**config.mk**
```make
export PLATFORM = sky130hd
export DESIGN_NAME = button_conditioner_flat
export DESIGN_NICKNAME = d
export VERILOG_FILES = /design/src/rtl/button_conditioner_pkg.sv /design/src/rtl/button_conditioner_if.sv /design/src/rtl/button_conditioner_channel.sv /design/src/rtl/button_conditioner.sv /design/src/flat_wrapper.sv
export SDC_FILE = /design/constraint.sdc
export NUM_CORES = 1
export LEC_CHECK = 0
export BUFFER_PORTS_ARGS = -buffer_cell sky130_fd_sc_hd__buf_2
export CORE_MARGIN = 8
export CORE_UTILIZATION = 30
export CTS_CLUSTER_DIAMETER = 60
export DETAILED_ROUTE_END_ITERATION = 8
export PLACE_DENSITY = 0.48
export SLEW_MARGIN = 20
export SYNTH_ARGS = -nofsm -noshare
export SYNTH_HDL_FRONTEND = slang
export SYNTH_HIERARCHICAL = 1
export SYNTH_SLANG_ARGS = --single-unit
```
**constraint.sdc**
```tcl
create_clock -name clk -period 2.8 [get_ports clk]
set_input_delay 0.28 -clock clk [delete_from_list [all_inputs] [get_ports clk]]
set_output_delay 0.28 -clock clk [all_outputs]
set_load 0.02 [all_outputs]
```
**src/rtl/button_conditioner_pkg.sv**
```systemverilog
// Shared definitions for the button input path: the button vector type,
// default timing constants and the repeat FSM state encoding.
package button_conditioner_pkg;

  typedef struct packed {
    logic left;
    logic right;
    logic down;
    logic cw;
    logic ccw;
  } buttons_t;

  localparam int DEBOUNCE_TICKS_DEFAULT      = 4;
  localparam int REPEAT_DELAY_TICKS_DEFAULT  = 12;
  localparam int REPEAT_PERIOD_TICKS_DEFAULT = 4;

  localparam buttons_t REPEAT_MASK_DEFAULT = '{left: 1'b1, right: 1'b1, down: 1'b1,
                                               cw: 1'b0, ccw: 1'b0};

  localparam logic [1:0] ST_IDLE   = 2'd0;
  localparam logic [1:0] ST_HELD   = 2'd1;
  localparam logic [1:0] ST_REPEAT = 2'd2;

  // Smallest counter width that can represent max_val itself.
  function automatic int cnt_width(input int max_val);
    return (max_val < 1) ? 1 : $clog2(max_val + 1);
  endfunction

endpackage

```
**src/rtl/button_conditioner_if.sv**
```systemverilog
// Pin-side button bundle: raw pin levels and sample strobe in, conditioned
// levels out towards the ButtonFilter.
interface button_conditioner_if;
  import button_conditioner_pkg::*;

  buttons_t raw_pins;
  logic     tick;
  buttons_t clean_buttons;

  modport master (output raw_pins, output tick, input clean_buttons);
  modport slave  (input raw_pins, input tick, output clean_buttons);

endinterface

```
**src/rtl/button_conditioner_channel.sv**
```systemverilog
// One button: 2-flop synchronizer, tick-based debounce and an auto-repeat FSM
// that punches single-cycle gaps into a held press.
module button_channel
  import button_conditioner_pkg::*;
#(
  parameter int DEBOUNCE_TICKS      = DEBOUNCE_TICKS_DEFAULT,
  parameter int REPEAT_DELAY_TICKS  = REPEAT_DELAY_TICKS_DEFAULT,
  parameter int REPEAT_PERIOD_TICKS = REPEAT_PERIOD_TICKS_DEFAULT,
  parameter bit REPEAT_EN           = 1'b1
) (
  input  logic clk,
  input  logic reset_n,
  input  logic raw_pin,
  input  logic tick,
  output logic clean
);

  localparam int RMAX = (REPEAT_DELAY_TICKS > REPEAT_PERIOD_TICKS) ?
                        REPEAT_DELAY_TICKS : REPEAT_PERIOD_TICKS;
  localparam int DW   = cnt_width(DEBOUNCE_TICKS);
  localparam int RW   = cnt_width(RMAX);

  localparam logic [DW-1:0] DB_LAST     = DW'(DEBOUNCE_TICKS - 1);
  localparam logic [DW-1:0] DB_ONE      = DW'(1);
  localparam logic [RW-1:0] DELAY_LAST  = RW'(REPEAT_DELAY_TICKS - 1);
  localparam logic [RW-1:0] DELAY_SAT   = RW'(REPEAT_DELAY_TICKS);
  localparam logic [RW-1:0] PERIOD_LAST = RW'(REPEAT_PERIOD_TICKS - 1);
  localparam logic [RW-1:0] R_ONE       = RW'(1);

  logic          sync1_r;
  logic          sync2_r;
  logic          stable_r;
  logic          gap_r;
  logic          clean_r;
  logic [DW-1:0] dcnt_r;
  logic [RW-1:0] rcnt_r;
  logic [1:0]    state_r;

  logic          stable_s;
  logic          gap_s;
  logic [DW-1:0] dcnt_s;
  logic [RW-1:0] rcnt_s;
  logic [1:0]    state_s;

  // Debounce: any agreement clears the run; only ticks advance it.
  always_comb begin
    stable_s = stable_r;
    dcnt_s   = dcnt_r;
    if (sync2_r == stable_r) begin
      dcnt_s = '0;
    end else if (tick) begin
      if (dcnt_r == DB_LAST) begin
        stable_s = sync2_r;
        dcnt_s   = '0;
      end else begin
        dcnt_s = dcnt_r + DB_ONE;
      end
    end else begin
      dcnt_s = dcnt_r;
    end
  end

  // Repeat FSM: a release overrides everything, including a due gap.
  always_comb begin
    state_s = state_r;
    rcnt_s  = rcnt_r;
    gap_s   = 1'b0;
    if (!stable_r) begin
      state_s = ST_IDLE;
      rcnt_s  = '0;
    end else begin
      case (state_r)
        ST_IDLE: begin
          state_s = ST_HELD;
          rcnt_s  = '0;
        end
        ST_HELD: begin
          if (tick && (rcnt_r != DELAY_SAT)) begin
            if (rcnt_r == DELAY_LAST) begin
              if (REPEAT_EN) begin
                state_s = ST_REPEAT;
                rcnt_s  = '0;
                gap_s   = 1'b1;
              end else begin
                rcnt_s = DELAY_SAT;
              end
            end else begin
              rcnt_s = rcnt_r + R_ONE;
            end
          end else begin
            rcnt_s = rcnt_r;
          end
        end
        ST_REPEAT: begin
          if (tick) begin
            if (rcnt_r == PERIOD_LAST) begin
              rcnt_s = '0;
              gap_s  = 1'b1;
            end else begin
              rcnt_s = rcnt_r + R_ONE;
            end
          end else begin
            rcnt_s = rcnt_r;
          end
        end
        default: begin
          state_s = ST_IDLE;
          rcnt_s  = '0;
        end
      endcase
    end
  end

  // State registers; reset drops all history including the synchronizer.
  always_ff @(posedge clk) begin
    if (!reset_n) begin
      sync1_r  <= 1'b0;
      sync2_r  <= 1'b0;
      stable_r <= 1'b0;
      dcnt_r   <= '0;
      state_r  <= ST_IDLE;
      rcnt_r   <= '0;
      gap_r    <= 1'b0;
      clean_r  <= 1'b0;
    end else begin
      sync1_r  <= raw_pin;
      sync2_r  <= sync1_r;
      stable_r <= stable_s;
      dcnt_r   <= dcnt_s;
      state_r  <= state_s;
      rcnt_r   <= rcnt_s;
      gap_r    <= gap_s;
      clean_r  <= stable_r & ~gap_r;
    end
  end

  assign clean = clean_r;

endmodule

```
**src/rtl/button_conditioner.sv**
```systemverilog
// Conditions every raw button pin into a debounced, auto-repeating level
// for the ButtonFilter; one independent channel per button.
module button_conditioner
  import button_conditioner_pkg::*;
#(
  parameter int       DEBOUNCE_TICKS      = DEBOUNCE_TICKS_DEFAULT,
  parameter int       REPEAT_DELAY_TICKS  = REPEAT_DELAY_TICKS_DEFAULT,
  parameter int       REPEAT_PERIOD_TICKS = REPEAT_PERIOD_TICKS_DEFAULT,
  parameter buttons_t REPEAT_MASK         = REPEAT_MASK_DEFAULT
) (
  input logic                 clk,
  input logic                 reset_n,
  button_conditioner_if.slave bus
);

  localparam int            NB       = $bits(buttons_t);
  localparam logic [NB-1:0] MASK_VEC = REPEAT_MASK;

  logic [NB-1:0] raw_vec_s;
  logic [NB-1:0] clean_vec_s;

  assign raw_vec_s         = bus.raw_pins;
  assign bus.clean_buttons = buttons_t'(clean_vec_s);

  for (genvar i = 0; i < NB; i++) begin : g_chan
    button_channel #(
      .DEBOUNCE_TICKS      (DEBOUNCE_TICKS),
      .REPEAT_DELAY_TICKS  (REPEAT_DELAY_TICKS),
      .REPEAT_PERIOD_TICKS (REPEAT_PERIOD_TICKS),
      .REPEAT_EN           (MASK_VEC[i])
    ) u_chan (
      .clk     (clk),
      .reset_n (reset_n),
      .raw_pin (raw_vec_s[i]),
      .tick    (bus.tick),
      .clean   (clean_vec_s[i])
    );
  end

endmodule

```
**src/flat_wrapper.sv**
```systemverilog
// flat-port wrapper written by rule: the top's interface ports become plain ports
module button_conditioner_flat import button_conditioner_pkg::*;
#(
  parameter int       DEBOUNCE_TICKS      = DEBOUNCE_TICKS_DEFAULT,
  parameter int       REPEAT_DELAY_TICKS  = REPEAT_DELAY_TICKS_DEFAULT,
  parameter int       REPEAT_PERIOD_TICKS = REPEAT_PERIOD_TICKS_DEFAULT,
  parameter buttons_t REPEAT_MASK         = REPEAT_MASK_DEFAULT
)
  (clk, reset_n, bus_raw_pins, bus_tick, bus_clean_buttons);
  button_conditioner_if bus_i ();
  input logic clk;
  input logic reset_n;
  input wire logic [$bits(bus_i.raw_pins)-1:0] bus_raw_pins;
  input wire logic [$bits(bus_i.tick)-1:0] bus_tick;
  output wire logic [$bits(bus_i.clean_buttons)-1:0] bus_clean_buttons;
  assign bus_i.raw_pins = bus_raw_pins;
  assign bus_i.tick = bus_tick;
  assign bus_clean_buttons = bus_i.clean_buttons;
  button_conditioner #(.DEBOUNCE_TICKS(DEBOUNCE_TICKS), .REPEAT_DELAY_TICKS(REPEAT_DELAY_TICKS), .REPEAT_PERIOD_TICKS(REPEAT_PERIOD_TICKS), .REPEAT_MASK(REPEAT_MASK)) u_core (.clk(clk), .reset_n(reset_n), .bus(bus_i));
endmodule
```
# Word level (Yosys, flattened, before mapping)
# Index checks and enable logic that the tools add are counted.
totals:
  reg_bits: 70
  elab_cells: 212
classes:
  n_eq_ne: 48
  mux: 58
  n_addsub: 10
  bitwise_logic: 19
  reduce_logical: 37
ops:
  columns: ["operator", "count"]
  rows:
  - ["2-to-1 mux 4 bit", 20]
  - ["one-hot mux 4 bit (2 select lines)", 5]
  - ["!= test 2 bit, second input constant", 13]
  - ["AND reduction 3 bit", 8]
  - ["adder 4 x 1 -> 4 bit, second input constant", 5]
  - ["== test 4 x 2 -> 1 bit, second input constant", 5]
  - ["== test 4 bit, second input constant", 5]
  - ["!= test 4 bit, second input constant", 5]
  - ["AND reduction 2 bit", 10]
  - ["one-hot mux 2 bit (3 select lines)", 3]
  - ["adder 3 x 1 -> 3 bit, second input constant", 5]
  - ["== test 3 x 2 -> 1 bit, second input constant", 5]
  - ["2-to-1 mux 3 bit", 5]
  - ["2-to-1 mux 1 bit", 14]
  - ["inverter 1 bit", 14]
  - ["OR reduction 2 bit", 7]
  - ["2-to-1 mux 2 bit", 6]
  - ["== test 2 x 1 -> 1 bit, second input constant", 5]
  - ["== test 2 bit, second input constant", 5]
  - ["logical NOT 2 bit", 5]
  - ["one-hot mux 2 bit (2 select lines)", 2]
  - ["AND reduction 4 bit", 2]
  - ["one-hot mux 1 bit (2 select lines)", 3]
  - ["AND 1 bit", 5]
  - ["2 further kinds", 10]

# Logic depth before layout (Yosys ltp)
logic_depth:
  ltp_word: 4
  depth_mapped: 6

# Modules after synthesis
# The synthesis kept the hierarchy.
by_module_without_submodules:
  columns: ["mod", "area_per_inst_um2", "n_inst", "cells_per_inst"]
  rows:
  - ["button_channel at u_core.g_chan[2].u_chan ...", 718.2, 3, 77]
  - ["button_channel at u_core.g_chan[0].u_chan ...", 255.2, 2, 25]

# Worst setup path after synthesis
# OpenSTA, ideal clock, no wires.
synth_path:
  path_type: "flip-flop to flip-flop"
  startpoint: "register u_core.g_chan[2].u_chan.state_r[0]"
  endpoint: "register u_core.g_chan[2].u_chan.rcnt_r[0]"
  setup_time_ns: 0.071
  synth_period_minus_slack_ns: 1.625
  required_time_ns: 2.729
  t_arrival_ns: 1.554
  path_slack_ns: 1.175
  path_stages_with_launch: 7
  cell_sequence: "dfxtp_1 > inv_1 > ha_1 > nor2b_4 > a2111oi_4 > or3b_1 > a21oi_1"
synth_via:
  elab_chain_cells: 3
  elab_cells_between_ends: 6
  classes_between: "eq/ne: 4; mux: 1; reduce/logical: 1"
synth_lines:
  columns: ["element", "line_no", "rtl"]
  rows:
  - ["from (decl)", "button_conditioner_channel.sv:37", "logic [1:0] state_r;"]
  - ["from (signal assigned)", "button_conditioner_channel.sv:130", "state_r <= state_s;"]
  - ["== test 2 bit or == test 2 x 1 -> 1 bit (tied branches)", "button_conditioner_channel.sv:72", "case (state_r)"]
  - ["!= test 2 bit (no line)", null, null]
  - ["AND reduction 2 bit (no line)", null, null]
  - ["to (signal assigned)", "button_conditioner_channel.sv:131", "rcnt_r <= rcnt_s;"]
  - ["to (decl)", "button_conditioner_channel.sv:36", "logic [RW-1:0] rcnt_r;"]
# Several ways; a longest one is shown, not always the timed one.
# A chain may end at the register's enable or synchronous reset.

# Final worst setup path
layout_path:
  startpoint: "register u_core.g_chan[4].u_chan.state_r[1]"
  endpoint: "register u_core.g_chan[4].u_chan.rcnt_r[0]"
layout_via:
  elab_chain_cells: 3
  elab_cells_between_ends: 6
  classes_between: "eq/ne: 4; mux: 1; reduce/logical: 1"
layout_lines:
  columns: ["element", "line_no"]
  rows:
  - ["from (decl)", "button_conditioner_channel.sv:37"]
  - ["from (signal assigned)", "button_conditioner_channel.sv:130"]
  - ["== test 2 x 1 -> 1 bit or == test 2 bit (tied branches)", "button_conditioner_channel.sv:72"]
  - ["!= test 2 bit (no line)", null]
  - ["AND reduction 2 bit (no line)", null]
  - ["to (signal assigned)", "button_conditioner_channel.sv:131"]
  - ["to (decl)", "button_conditioner_channel.sv:36"]
# Several ways; a longest one is shown, not always the timed one.

==> flow_summary_export.csv <==
group,metric,value,unit
layout,num_antenna_cells,0,
yosys,syn_nets,309,
routing,drcViolationCount,0,
layout,final-instance-count-excl-fill,404,
timing,setup_viol,0,
routing,drtIter0Drc,51,
timing,worst_pin_slew,0.516,ns
placed_design,placed_cells,396,
grt,grt_pass1_vias,1756,
yosys,synth_area_leader_cell,"dfxtp_1",
layout,drive_gt1_share,9.80,%
timing,layout_min_cycle_time,1.83,ns
die,rows,34,
cts,clockBufferDepth,2,
yosys,syn_area_per_cell,9.48,um^2
cts,cts.sinks,56,
yosys,ys_ff_latch,56,
routing,first_pass_iters,4,
grt,grt_max_degree,26,
power_and_ir_drop,ir_worst_vdd,0.000218,V
placed_design,gp_congestion,0.720,
timing,fin_setup_tns,0,ns
critical_path,crit_required,3.04,ns
critical_path,cpPeakStageDelay,0.42,ns
power_and_ir_drop,p_leak,1.10,nW
cts,path_clk_slew,0.11,ns
cts,cts_tree,"built",
run_status,status,"finished, final reports clean",
yosys,synthCells,281,
timing,drv_slew,0,
job,maxCapViolCount,0,
cts,ctsResizeCount,0,
placed_design,portBuffers,12,
routing,ant_nets,0,
die,die-area,0.0122,mm^2
cts,clock_tree.root_cell,"clkbuf_8",
critical_path,critPathKind,"reg -> reg",
worst_hold_path,hp-class,"in -> reg",
critical_path,crit_path_top_delay_cell,"a2111oi_4",
timing,clock_skew,0.00654,ns
cts,post-cts-setup-buffer-count,0,
grt,track_usage,7.61,%
grt,grt_overflow,0,
cts,ctsHtreeMaxLevel,2,
layout,syn2layout_area_growth,9.34,%
routing,routed_wl,4270,um
die,io_pins,13,
yosys,ys_seq_area_share,42.1,%
routing,vias,1876,
timing,slew_headroom,65.1,%
critical_path,critPathLaunchType,"register",
die,start_util,30.7,%
die,die_x,110,um
critical_path,cp.arrival,2.07,ns
yosys,syn_area,0.00267,mm^2
cts,cts_buffers,5,
yosys,synth_area_leaders,"dfxtp_1, ha_1, mux2i_1, nand2_1, a21oi_1",
die,coreArea,0.00868,mm^2
die,die_h,110,um
critical_path,cp_max_fo,6,
layout,final_nets,323,
grt,antenna_found_initial,0,
yosys,synth_top_area_share,42.1,%
grt,grt_pass1_wl,7620,um
timing,final-hold-violation-count,0,
yosys,yosysUniqueCellTypes,27,
cts,insertion_delay,0.31,ns
timing,timing.final.crit_share,65.4,%
cts,ctsHoldBuffers,0,
timing,fmax,546,MHz
timing,rsz0062_at_grt,"no",
yosys,yosys_warnings,6,
placed_design,post-dp-hpwl,2980,um
critical_path,crit_chain,"inv_1 -> ha_1 -> nor4b_1 -> a2111oi_4 -> or3b_1 -> a21oi_1",
routing,via_per_inst,4.64,
critical_path,cp-end-kind,"register",
power_and_ir_drop,p_per_area,446,mW/mm^2
routing,wl_per_cell,10.6,um
[metrics by stage]
step / hold WS [ns] / worst slack [ns] / cell area [um^2] / utilization [%] / power (mW)
floorplan: 0.368 / 1.18 / 2670 / - / 0.846
global placement: 0.372 / 0.996 / 2820 / 32.5 / 0.860
detailed placement: 0.373 / 1.01 / 2820 / 32.5 / 0.860
CTS: 0.147 / 0.969 / 2910 / 33.6 / 1.34
global route: 0.150 / 0.838 / 2910 / 33.6 / 1.37
finish: 0.168 / 0.969 / 2910 / 33.6 / 1.30
[synthesized netlist by cell type]
master,n
a2111oi_4,3
a21oi_1,20
a31oi_1,3
a41o_1,3
and2_1,15
buf_2,3
buf_6,3
dfxtp_1,56
ha_1,20
inv_1,15
mux2i_1,14
nand2_1,32
nand2b_1,10
nand3_1,3
nand3b_1,11
nand4b_1,3
nor2_1,22
nor2b_1,6
nor2b_4,3
nor3_1,9
nor4_1,3
nor4b_1,3
o21ai_1,8
o21ba_1,3
o31ai_2,2
or3b_1,3
xor2_1,5
[placed cells by master (no fill, tap or decap)]
cell / instances
inv_1: 15
nand4b_1: 3
nand2_1: 32
nor3_1: 9
a2111oi_4: 3
buf_4: 1
buf_2: 12
ha_1: 20
nand3b_1: 11
and2_1: 15
nand2b_1: 10
nor2b_1: 6
o31ai_2: 2
o21ai_1: 8
nor4b_1: 3
nand3_1: 3
a31oi_1: 3
nor2_1: 22
mux2i_1: 14
a21oi_1: 20
or3b_1: 3
clkbuf_8: 5
nor4_1: 3
dfxtp_1: 56
nor2b_4: 3
a41o_1: 3
clkinv_4: 2
inv_6: 1
xor2_1: 5
o21ba_1: 3
[per-layer routing]
metal / global-route usage (%) / share of wire (%) / up-vias
met3: 1.98 / 3.3 / 4
li1: - / - / 990
met1: 9.90 / 50 / 859
met2: 11.4 / 45 / 23
met4: 3.71 / 1.6 / 0
met5: 0 / 0 / -
[where the power goes]
part           internal, mW  switching, mW
combinational        0.0156         0.0180
clock                 0.183          0.276
sequential            0.804        0.00339
total                  1.00          0.297
[final cells by class]
type                    count  area (um^2)
flip-flops and latches     56         1120
repair buffers             13         67.6
clock buffers               5         68.8
inverters                  15         56.3
multi-input cells         204         1440
clock inverters             3         26.3
fillers                   921         5760
well taps                 108          135
[path summary, 6_finish.rpt]
| path | from | endpoint | slack (ns) | cells past startpoint |
|---|---|---|---|---|
| max | u_core/g_chan[4].u_chan/state_r[1] | u_core/g_chan[4].u_chan/rcnt_r[0] | 0.97 | 6 |
| min | bus_raw_pins[0] | u_core/g_chan[0].u_chan/sync1_r | 0.17 | 2 |
| max reg2reg | u_core/g_chan[4].u_chan/state_r[1] | u_core/g_chan[4].u_chan/rcnt_r[0] | 0.97 | 6 |
| min reg2reg | u_core/g_chan[4].u_chan/gap_r | u_core/g_chan[4].u_chan/clean | 0.39 | 1 |
[sequential cells by signal (all words and copies together), names as in the netlist]
name and cells:
u_core/g_chan.u_chan/clean 5, u_core/g_chan.u_chan/sync2_r 5, u_core/g_chan.u_chan/rcnt_r 12, u_core/g_chan.u_chan/state_r 6
u_core/g_chan.u_chan/gap_r 3, u_core/g_chan.u_chan/dcnt_r 15, u_core/g_chan.u_chan/sync1_r 5, u_core/g_chan.u_chan/stable_r 5
[cells by family after synthesis]
group                    count (synthesis)  share of synthesized area, %
AO/OA/AOI/OAI                           42                          12.3
XOR/XNOR                                 5                          1.64
adder cells (fa/ha/maj)                 20                          9.39
buffers and inverters                   21                          3.94
flip-flops                              56                          42.1
multiplexers                            14                          5.26
AND/OR/NAND/NOR                        123                          25.4
[worst max-delay path, delay by kind of cell, from the launching register on]
| kind | cells | cell delay [ns] |
|---|---|---|
| fa+ha+maj | 1 | 0.27 |
| flops | 1 | 0.35 |
| compound gates | 2 | 0.57 |
| simple gates | 2 | 0.51 |
| buf+inv | 1 | 0.08 |
No activity file was read; power rests on OpenSTA's default activity.
